File: src/rtl/fmul_norm_round.sv
// rtl/fmul_norm_round.sv - post-multiply normalise, RNE round and IEEE-754 pack, two-stage pipeline
//
// Purpose: takes the raw sign, biased exponent and full significand product from the
// multiplier datapath. Stage 1 normalises the product and extracts guard/sticky bits.
// Stage 2 rounds to nearest-even, handles specials, overflow and underflow, and packs the result.
// Both sides use valid/ready handshakes, so the consumer can stall the pipeline.
//
// Build option: FMUL_SUBNORMAL_EN. When defined, tiny results are denormalised and rounded.
// When undefined, tiny results flush to signed zero.
//
// Ports:
//   clk, rst          clock (rising edge), asynchronous active-low reset
//   in_valid/in_ready input handshake
//   in_sign           result sign
//   in_exp            signed ea+eb-bias, EXP_W+2 bits
//   in_prod           significand product in [1,4) scaled by 2^(2*MAN_W)
//   in_cls            00 normal, 01 zero, 10 inf, 11 NaN
//   out_valid/out_ready output handshake
//   out               packed IEEE-754 result
//   out_ovf/unf/inx   overflow, underflow and inexact flags, qualified by out_valid
module fmul_norm_round #(
  parameter int N     = 32,
  parameter int EXP_W = 8,
  parameter int MAN_W = 23
) (
  input  logic                 clk,
  input  logic                 rst,
  input  logic                 in_valid,
  output logic                 in_ready,
  input  logic                 in_sign,
  input  logic [EXP_W+1:0]     in_exp,
  input  logic [2*MAN_W+1:0]   in_prod,
  input  logic [1:0]           in_cls,
  output logic                 out_valid,
  input  logic                 out_ready,
  output logic [N-1:0]         out,
  output logic                 out_ovf,
  output logic                 out_unf,
  output logic                 out_inx
);

  localparam int PW = 2*MAN_W+2;
  localparam int EW = EXP_W+2;
  localparam logic [EW-1:0] EMAX = EW'((1 << EXP_W) - 1);

  // Stage 1 state
  logic             s1_valid_q;
  logic             s1_sign_q;
  logic [1:0]       s1_cls_q;
  logic [EW-1:0]    s1_exp_q,  s1_exp_d;
  logic [MAN_W:0]   s1_sig_q,  s1_sig_d;
  logic             s1_g_q,    s1_g_d;
  logic             s1_s_q,    s1_s_d;

  // Stage 2 state (drives the outputs directly)
  logic             s2_valid_q;
  logic [N-1:0]     res_q,     res_d;
  logic             ovf_q,     ovf_d;
  logic             unf_q,     unf_d;
  logic             inx_q,     inx_d;

  logic             s1_adv;
  logic             tiny;
  logic [MAN_W:0]   sig;
  logic             g, st, inc;
  logic [MAN_W+1:0] sum;
  logic [EW-1:0]    e_r;

  assign s1_adv   = s1_valid_q && (!s2_valid_q || out_ready);
  assign in_ready = !s1_valid_q || s1_adv;

  assign out_valid = s2_valid_q;
  assign out       = res_q;
  assign out_ovf   = ovf_q;
  assign out_unf   = unf_q;
  assign out_inx   = inx_q;

  // Normalise: the product is in [1,4), so at most a one-bit right shift is needed.
  always_comb begin
    if (in_prod[PW-1]) begin
      s1_sig_d = in_prod[PW-1 -: MAN_W+1];
      s1_g_d   = in_prod[MAN_W];
      s1_s_d   = |in_prod[MAN_W-1:0];
      s1_exp_d = in_exp + EW'(1);
    end else begin
      s1_sig_d = in_prod[PW-2 -: MAN_W+1];
      s1_g_d   = in_prod[MAN_W-1];
      s1_s_d   = |in_prod[MAN_W-2:0];
      s1_exp_d = in_exp;
    end
  end

`ifdef FMUL_SUBNORMAL_EN
  localparam logic [EW-1:0] SH_MAX = EW'(MAN_W+2);
  logic [EW-1:0]      sh;
  logic [2*MAN_W+3:0] wide;
`endif

  always_comb begin
    sig   = s1_sig_q;
    g     = s1_g_q;
    st    = s1_s_q;
    tiny  = ($signed(s1_exp_q) <= 0);
    res_d = '0;
    ovf_d = 1'b0;
    unf_d = 1'b0;
    inx_d = 1'b0;
`ifdef FMUL_SUBNORMAL_EN
    // Denormalise: shifting by more than MAN_W+2 pushes everything into sticky anyway.
    sh   = EW'(1) - s1_exp_q;
    if (sh > SH_MAX) sh = SH_MAX;
    wide = '0;
    if (tiny) begin
      wide = {s1_sig_q, s1_g_q, {(MAN_W+2){1'b0}}} >> sh;
      sig  = wide[2*MAN_W+3 -: MAN_W+1];
      g    = wide[MAN_W+2];
      st   = s1_s_q | (|wide[MAN_W+1:0]);
    end
`endif
    inc = g & (st | sig[0]);
    sum = {1'b0, sig} + (MAN_W+2)'(inc);
    e_r = s1_exp_q + EW'(sum[MAN_W+1]);

    case (s1_cls_q)
      2'b01:   res_d = {s1_sign_q, {(N-1){1'b0}}};
      2'b10:   res_d = {s1_sign_q, {EXP_W{1'b1}}, {MAN_W{1'b0}}};
      2'b11:   res_d = {1'b0, {EXP_W{1'b1}}, 1'b1, {(MAN_W-1){1'b0}}};
      default: begin
        if (tiny) begin
`ifdef FMUL_SUBNORMAL_EN
          // A rounding carry into the hidden bit promotes the result to the smallest normal.
          res_d = {s1_sign_q, {(EXP_W-1){1'b0}}, sum[MAN_W], sum[MAN_W-1:0]};
          inx_d = g | st;
          unf_d = g | st;
`else
          res_d = {s1_sign_q, {(N-1){1'b0}}};
          unf_d = 1'b1;
          inx_d = 1'b1;
`endif
        end else if ($signed(e_r) >= $signed(EMAX)) begin
          res_d = {s1_sign_q, {EXP_W{1'b1}}, {MAN_W{1'b0}}};
          ovf_d = 1'b1;
          inx_d = 1'b1;
        end else begin
          res_d = {s1_sign_q, e_r[EXP_W-1:0],
                   sum[MAN_W+1] ? sum[MAN_W:1] : sum[MAN_W-1:0]};
          inx_d = g | st;
        end
      end
    endcase
  end

  always_ff @(posedge clk or negedge rst) begin
    if (!rst) begin
      s1_valid_q <= 1'b0;
      s1_sign_q  <= 1'b0;
      s1_cls_q   <= '0;
      s1_exp_q   <= '0;
      s1_sig_q   <= '0;
      s1_g_q     <= 1'b0;
      s1_s_q     <= 1'b0;
      s2_valid_q <= 1'b0;
      res_q      <= '0;
      ovf_q      <= 1'b0;
      unf_q      <= 1'b0;
      inx_q      <= 1'b0;
    end else begin
      if (in_ready) begin
        s1_valid_q <= in_valid;
      end
      if (in_valid && in_ready) begin
        s1_sign_q <= in_sign;
        s1_cls_q  <= in_cls;
        s1_exp_q  <= s1_exp_d;
        s1_sig_q  <= s1_sig_d;
        s1_g_q    <= s1_g_d;
        s1_s_q    <= s1_s_d;
      end
      if (s1_adv) begin
        s2_valid_q <= 1'b1;
        res_q      <= res_d;
        ovf_q      <= ovf_d;
        unf_q      <= unf_d;
        inx_q      <= inx_d;
      end else if (out_ready) begin
        s2_valid_q <= 1'b0;
      end
    end
  end

endmodule

File: config.mk
export PLATFORM = sky130hd
export DESIGN_NAME = fmul_norm_round
export DESIGN_NICKNAME = d
export VERILOG_FILES = /design/src/rtl/fmul_norm_round.sv
export SDC_FILE = /design/constraint.sdc
export NUM_CORES = 1
export LEC_CHECK = 0
export CELL_PAD_IN_SITES_DETAIL_PLACEMENT = 1
export CELL_PAD_IN_SITES_GLOBAL_PLACEMENT = 1
export CORE_UTILIZATION = 40
export DETAILED_ROUTE_END_ITERATION = 6
export PLACE_DENSITY = 0.95
export SETUP_SLACK_MARGIN = 0.2
export SKIP_LAST_GASP = 1
export SYNTH_ARGS = -nofsm -noshare
export SYNTH_HDL_FRONTEND = slang
export SYNTH_SLANG_ARGS = --single-unit
File: constraint.sdc
create_clock -name clk -period 8.78 [get_ports clk]
set_input_delay 1.317 -clock clk [delete_from_list [all_inputs] [get_ports clk]]
set_output_delay 1.317 -clock clk [all_outputs]
set_load 0.01 [all_outputs]
==> impl_metrics.env, run 1 <==
export IMPL_status="finished, final reports clean"
export IMPL_avgSynthCellArea_um2=9.59
export IMPL_routedWlPerCell_um=18.4
export IMPL_dr_pass1_iters=4
export IMPL_grt_max_degree=77
export IMPL_rsz0062_at_grt="no"
export IMPL_path_max_fanout=23
export IMPL_post_cts_buffers=0
export IMPL_fin_tns_setup_ns=0
export IMPL_clockBufferDepth=2
export IMPL_dp_cells=644
export IMPL_grt_pass1_vias=4051
export IMPL_cp_end_kind="flop"
export IMPL_cts_resized=0
export IMPL_worstMarginPinSlew_ns=1.28
export IMPL_path_clk_slew_ns=0.08
export IMPL_dp_slack_ns=4.52
export IMPL_synth_most_common_cell="dfrtp_1"
export IMPL_clock_insertion_delay_worst_skew_ns=0.36
export IMPL_cpMaxStageDelayCell="nand4_1"
export IMPL_finalWorstSetupSlack_ns=4.37
export IMPL_holdWs_ns=0.487
export IMPL_dieArea_um2=10700
export IMPL_fin_area_um2=5410
export IMPL_arrival_ns=4.69
export IMPL_cts_buffers=9
export IMPL_critPathTopFamily="simple AND/OR/NAND/NOR gates"
export IMPL_drive_above_1_share_pct=5.70
export IMPL_leakage_nw=2.27
export IMPL_htree_levels=3
export IMPL_finalCritPeriodShare_pct=50.2
export IMPL_cts_sinks=76
export IMPL_crit_chain="and2_1 -> ha_1 -> nand4_1 -> nor2_1 -> nand4_1 -> inv_1 -> ha_1 -> ha_1 -> a21oi_1 -> o311ai_0 -> nand3_1 -> o22ai_4 -> a32o_1"
export IMPL_yosys_warnings=0
export IMPL_use_met1_pct=30.7
export IMPL_setup_violations=0
export IMPL_synthCells=431
export IMPL_synth_top_area_share_pct=46.0
export IMPL_ys_ff_latch=76
export IMPL_cts_root_buf="clkbuf_8"
export IMPL_synth_edff_count=0
export IMPL_synth_top_flop_cell="dfrtp_1"
export IMPL_num_vias=3798
export IMPL_synthTopCellsByCount="76 x dfrtp_1, 71 x nand2_1, 43 x o21ai_0"
export IMPL_max_stage_delay_ns=0.66
export IMPL_die_w_um=104
export IMPL_seq_area_frac_synth_pct=46.0
export IMPL_totalPowerFinal_mw=0.996
export IMPL_route_detailed_drc=0
export IMPL_ios=102
export IMPL_maxSlewViolCount=0
export IMPL_path_common_cell="ha_1"
export IMPL_wl_um=12100
export IMPL_grt_pass1_wl_um=20500
export IMPL_start_kind="flop"
export IMPL_cts_tree="yes"
export IMPL_synth_area_leaders="dfrtp_1 46%, nand2_1 6.5%, mux2i_1 6.1%"
export IMPL_hold_buffers=0
export IMPL_die_h_um=104
export IMPL_grt_busiest_layer="met2"
export IMPL_fin_skew_ns=0.0106
export IMPL_syn_to_final_growth_pct=31.0
export IMPL_overflow=0
export IMPL_n_antenna_cell=0
export IMPL_synth_cell_area_um2=4130
export IMPL_period_minus_slack_ns=4.41
export IMPL_pwr_density_cell_nw_per_um2=184
export IMPL_crit_type="flop to flop"
export IMPL_required_ns=9.06
export IMPL_crit_buf_inv=1
export IMPL_start_util_pct=41.7
export IMPL_port_buffers=101
export IMPL_final_instance_count_excl_fill=659
export IMPL_max_cap_violations=0
export IMPL_synthArstFlopShare_pct=100
export IMPL_hold_path_class="flop to flop"
export IMPL_ant_nets=0
export IMPL_yosysTopAreaCell="dfrtp_1"
export IMPL_dpl_instance_area_um2=5210
export IMPL_layout_nets=591
export IMPL_initialDrtViolationCount=233
export IMPL_vias_per_cell=5.76
export IMPL_gr_usage_met3_pct=4.41
export IMPL_core_um2=9910
export IMPL_met2_usage_pct=39.4
export IMPL_hpwl_um=8770
export IMPL_finalHoldViolCount=0
export IMPL_relSlewSlack_pct=14.8
export IMPL_place_congestion=0.869
export IMPL_syn_nets=500
export IMPL_rows=36
export IMPL_synthDistinctLibCells=43
export IMPL_fmax_mhz=227
export IMPL_postLayoutCoreUtil_pct=54.6
export IMPL_grtUsageTotal_pct=23.8
export IMPL_antenna_found_initial=0
export IMPL_ir_worst_vdd_v=0.0000716
## worst register-to-register path, cell delays in order, from the launching register on
cell and delay [ns]:
dfrtp_1 0.43, and2_1 0.16, ha_1 0.24, nand4_1 0.22, nor2_1 0.21, nand4_1 0.66, inv_1 0.22, ha_1 0.27
ha_1 0.31, a21oi_1 0.06, o311ai_0 0.33, nand3_1 0.32, o22ai_4 0.63, a32o_1 0.29
## kinds of logic (layout without fill, tap and decap cells)
family | after synthesis | after routing | share of synthesized area (%)
compound gates | 89 | 89 | 15.8
xor+xnor | 31 | 31 | 6.57
fa+ha+maj | 4 | 4 | 1.21
buf+inv | 32 | 127 | 3.30
flops | 76 | 76 | 46.0
mux | 29 | 29 | 7.15
simple gates | 170 | 170 | 19.9
## layout make-up
class | count | area [um^2]
tap | 133 | 166
multi-input combinational | 323 | 2100
clock inverter | 4 | 48.8
sequential | 76 | 1900
inverter | 10 | 37.5
fill | 1124 | 4500
clock buffer | 11 | 151
timing repair buffer | 102 | 1010
## layer usage
layer	up-vias	wire, um
li1	1766	-
met2	124	5940
met4	0	272
met1	1883	5370
met3	25	545
met5	-	0
## cells in the final DEF, fill, tap and decap left out, types with 3 or more instances in the layout
| master | synthesis | final |
|---|---|---|
| a21o_1 | 3 | 3 |
| a21oi_1 | 3 | 3 |
| a22o_1 | 5 | 5 |
| a22oi_1 | 3 | 3 |
| a32o_1 | 18 | 18 |
| and3_1 | 6 | 6 |
| clkbuf_8 | 0 | 11 |
| clkdlybuf4s50_1 | 0 | 99 |
| dfrtp_1 | 76 | 76 |
| ha_1 | 4 | 4 |
| inv_1 | 10 | 10 |
| mux2_2 | 4 | 4 |
| mux2i_1 | 25 | 25 |
| nand2_1 | 71 | 70 |
| nand3_1 | 24 | 24 |
| nand4_1 | 20 | 20 |
| nor2_1 | 13 | 13 |
| nor3_1 | 8 | 8 |
| nor4_1 | 9 | 9 |
| o211ai_1 | 4 | 4 |
| o21ai_0 | 43 | 43 |
| or3_1 | 5 | 5 |
| or4_1 | 3 | 3 |
| xnor2_1 | 17 | 17 |
| xor2_1 | 14 | 14 |
## final timing paths
| path | from | end | slack (ns) | depth (start not counted) |
|---|---|---|---|---|
| setup / recovery | g | out[8] | 4.37 | 13 |
| hold / removal | out_ovf | out_ovf | 0.49 | 2 |
| setup reg to reg | g | out[8] | 4.37 | 13 |
| hold reg to reg | out_ovf | out_ovf | 0.49 | 2 |
| max in group asynchronous | rst | out[22] | 6.97 | 2 |
| min in group asynchronous | rst | s1_exp_q[6] | 1.18 | 2 |
## registers in the layout, indices dropped and copies added, names as in the netlist
| name | cells |
|---|---|
| s1_sign_q | 1 |
| s1_exp_q | 10 |
| out_inx | 1 |
| s1_sig_q | 24 |
| out_valid | 1 |
| out | 32 |
| s1_cls_q | 2 |
| g | 1 |
| out_ovf | 1 |
| s1_valid_q | 1 |
| out_unf | 1 |
| s1_s_q | 1 |
## where the power goes
group | switching [mW] | internal, mW
sequential | 0.0630 | 0.406
combinational | 0.122 | 0.135
clock | 0.127 | 0.145
Power figures use the tool's default switching activity.
==> run 2: changes to the inputs <==
- CORE_UTILIZATION: 40 -> 38
- PLACE_DENSITY: 0.95 -> 0.92
- clock period: 8.78 -> 4.45 ns (I/O delays scaled with it)
==> run 2 against run 1 <==
Maximum frequency up 13%. Cell area up 0.35%. Die area up 5.2%. Critical endpoint is now out[17]. Largest cell class unchanged. Largest power group unchanged. Highest routed layer unchanged.
==> impl_metrics.env, run 2 (synthesis results as in run 1) <==
export IMPL_status="finished, final reports clean"
export IMPL_worstMarginPinSlew_ns=1.20
export IMPL_num_vias=3766
export IMPL_initialDrtViolationCount=245
export IMPL_path_clk_slew_ns=0.08
export IMPL_port_buffers=101
export IMPL_post_cts_buffers=0
export IMPL_grt_pass1_vias=3946
export IMPL_fin_skew_ns=0.0101
export IMPL_wl_um=11700
export IMPL_cts_buffers=9
export IMPL_relSlewSlack_pct=19.8
export IMPL_cts_root_buf="clkbuf_8"
export IMPL_drive_above_1_share_pct=5.69
export IMPL_finalHoldViolCount=0
export IMPL_dieArea_um2=11300
export IMPL_route_detailed_drc=0
export IMPL_final_cell_mix="99 x clkdlybuf4s50_1, 76 x dfrtp_1, 70 x nand2_1"
export IMPL_routedWlPerCell_um=17.7
export IMPL_hold_path_class="primary input to asynchronous set/reset pin"
export IMPL_layout_commonest_cell="clkdlybuf4s50_1"
export IMPL_die_w_um=106
export IMPL_hold_buffers=0
export IMPL_cts_sinks=76
export IMPL_clockBufferDepth=2
export IMPL_pwr_density_cell_nw_per_um2=367
export IMPL_antenna_found_initial=0
export IMPL_nFillCells=1186
export IMPL_finalCritPeriodShare_pct=87.6
export IMPL_ios=102
export IMPL_crit_type="flop to flop"
export IMPL_path_max_fanout=23
export IMPL_place_congestion=0.873
export IMPL_grt_pass1_wl_um=19900
export IMPL_fmax_mhz=257
export IMPL_syn_to_final_growth_pct=31.4
export IMPL_n_antenna_cell=0
export IMPL_vias_per_cell=5.68
export IMPL_core_um2=10400
export IMPL_rows=37
export IMPL_cp_end_kind="flop"
export IMPL_htree_levels=3
export IMPL_overflow=0
export IMPL_setup_violations=0
export IMPL_maxSlewViolCount=0
export IMPL_max_cap_violations=0
export IMPL_arrival_ns=4.19
export IMPL_cts_resized=0
export IMPL_ir_worst_vdd_v=0.000131
export IMPL_grt_max_degree=77
export IMPL_rsz0062_at_grt="no"
export IMPL_start_util_pct=39.7
export IMPL_fin_tns_setup_ns=0
export IMPL_totalPowerFinal_mw=1.99
export IMPL_cts_tree="yes"
export IMPL_die_h_um=106
export IMPL_start_kind="flop"
export IMPL_period_minus_slack_ns=3.90
export IMPL_dr_pass1_iters=4
export IMPL_largest_reg_flops=32
export IMPL_grtUsageTotal_pct=22.3
export IMPL_leakage_nw=2.27
export IMPL_hpwl_um=8730
export IMPL_required_ns=4.75
export IMPL_ant_nets=0
export IMPL_clock_insertion_delay_worst_skew_ns=0.36
export IMPL_layout_nets=592
[run 2: metrics by stage]
step	instance area (um^2)	hold slack, ns	utilization (%)	setup WS [ns]	cells
after floorplan	4130	0.372	-	1.04	431
after global placement	5220	0.461	50.2	0.999	648
after detailed placement	5220	0.482	50.2	0.674	648
after CTS	5430	0.489	52.1	0.575	663
after global routing	5430	0.515	52.1	0.310	663
final	5430	0.429	52.1	0.553	663
[run 2: area by class of cell]
type,instances,area (um^2),share of cell area [%]
clock buffer,10,128,2.35
clock inverter,5,77.6,1.43
inverter,10,37.5,0.691
timing repair buffer,103,1020,18.8
multi-input combinational,323,2100,38.6
tap,136,170,3.13
sequential,76,1900,35.0
[run 2: final timing paths]
check	from	endpoint	slack (ns)	depth (start not counted)
max	g	out[17]	0.55	14
min	rst	out[17]	0.43	1
max reg2reg	g	out[17]	0.55	14
min reg2reg	out[14]	out[14]	0.50	1
max in group asynchronous	rst	s1_sig_q[7]	3.37	1
min in group clk	out[14]	out[14]	0.50	1
[run 2: power by group]
| group | total (mW) | switching [mW] | internal (mW) |
|---|---|---|---|
| sequential | 0.928 | 0.127 | 0.800 |
| clock | 0.566 | 0.255 | 0.311 |
| combinational | 0.500 | 0.234 | 0.266 |
[run 2: metal layers]
layer	vias up	share of wire, %	track usage (%)
met5	-	0	0
met4	0	1.8	7.34
met3	18	4.8	3.56
met2	122	47	36.4
met1	1863	47	30.1
li1	1763	-	-
[run 2: critical path, cell delays in order, from the launching register on]
cell,delay (ns)
dfrtp_1,0.42
and2_1,0.17
ha_1,0.25
nand4_1,0.25
nor2_1,0.22
nand4_1,0.10
buf_4,0.22
inv_1,0.07
ha_1,0.23
ha_1,0.31
a21oi_1,0.08
o311ai_0,0.37
nand3_1,0.28
o22ai_4,0.57
a32o_1,0.29
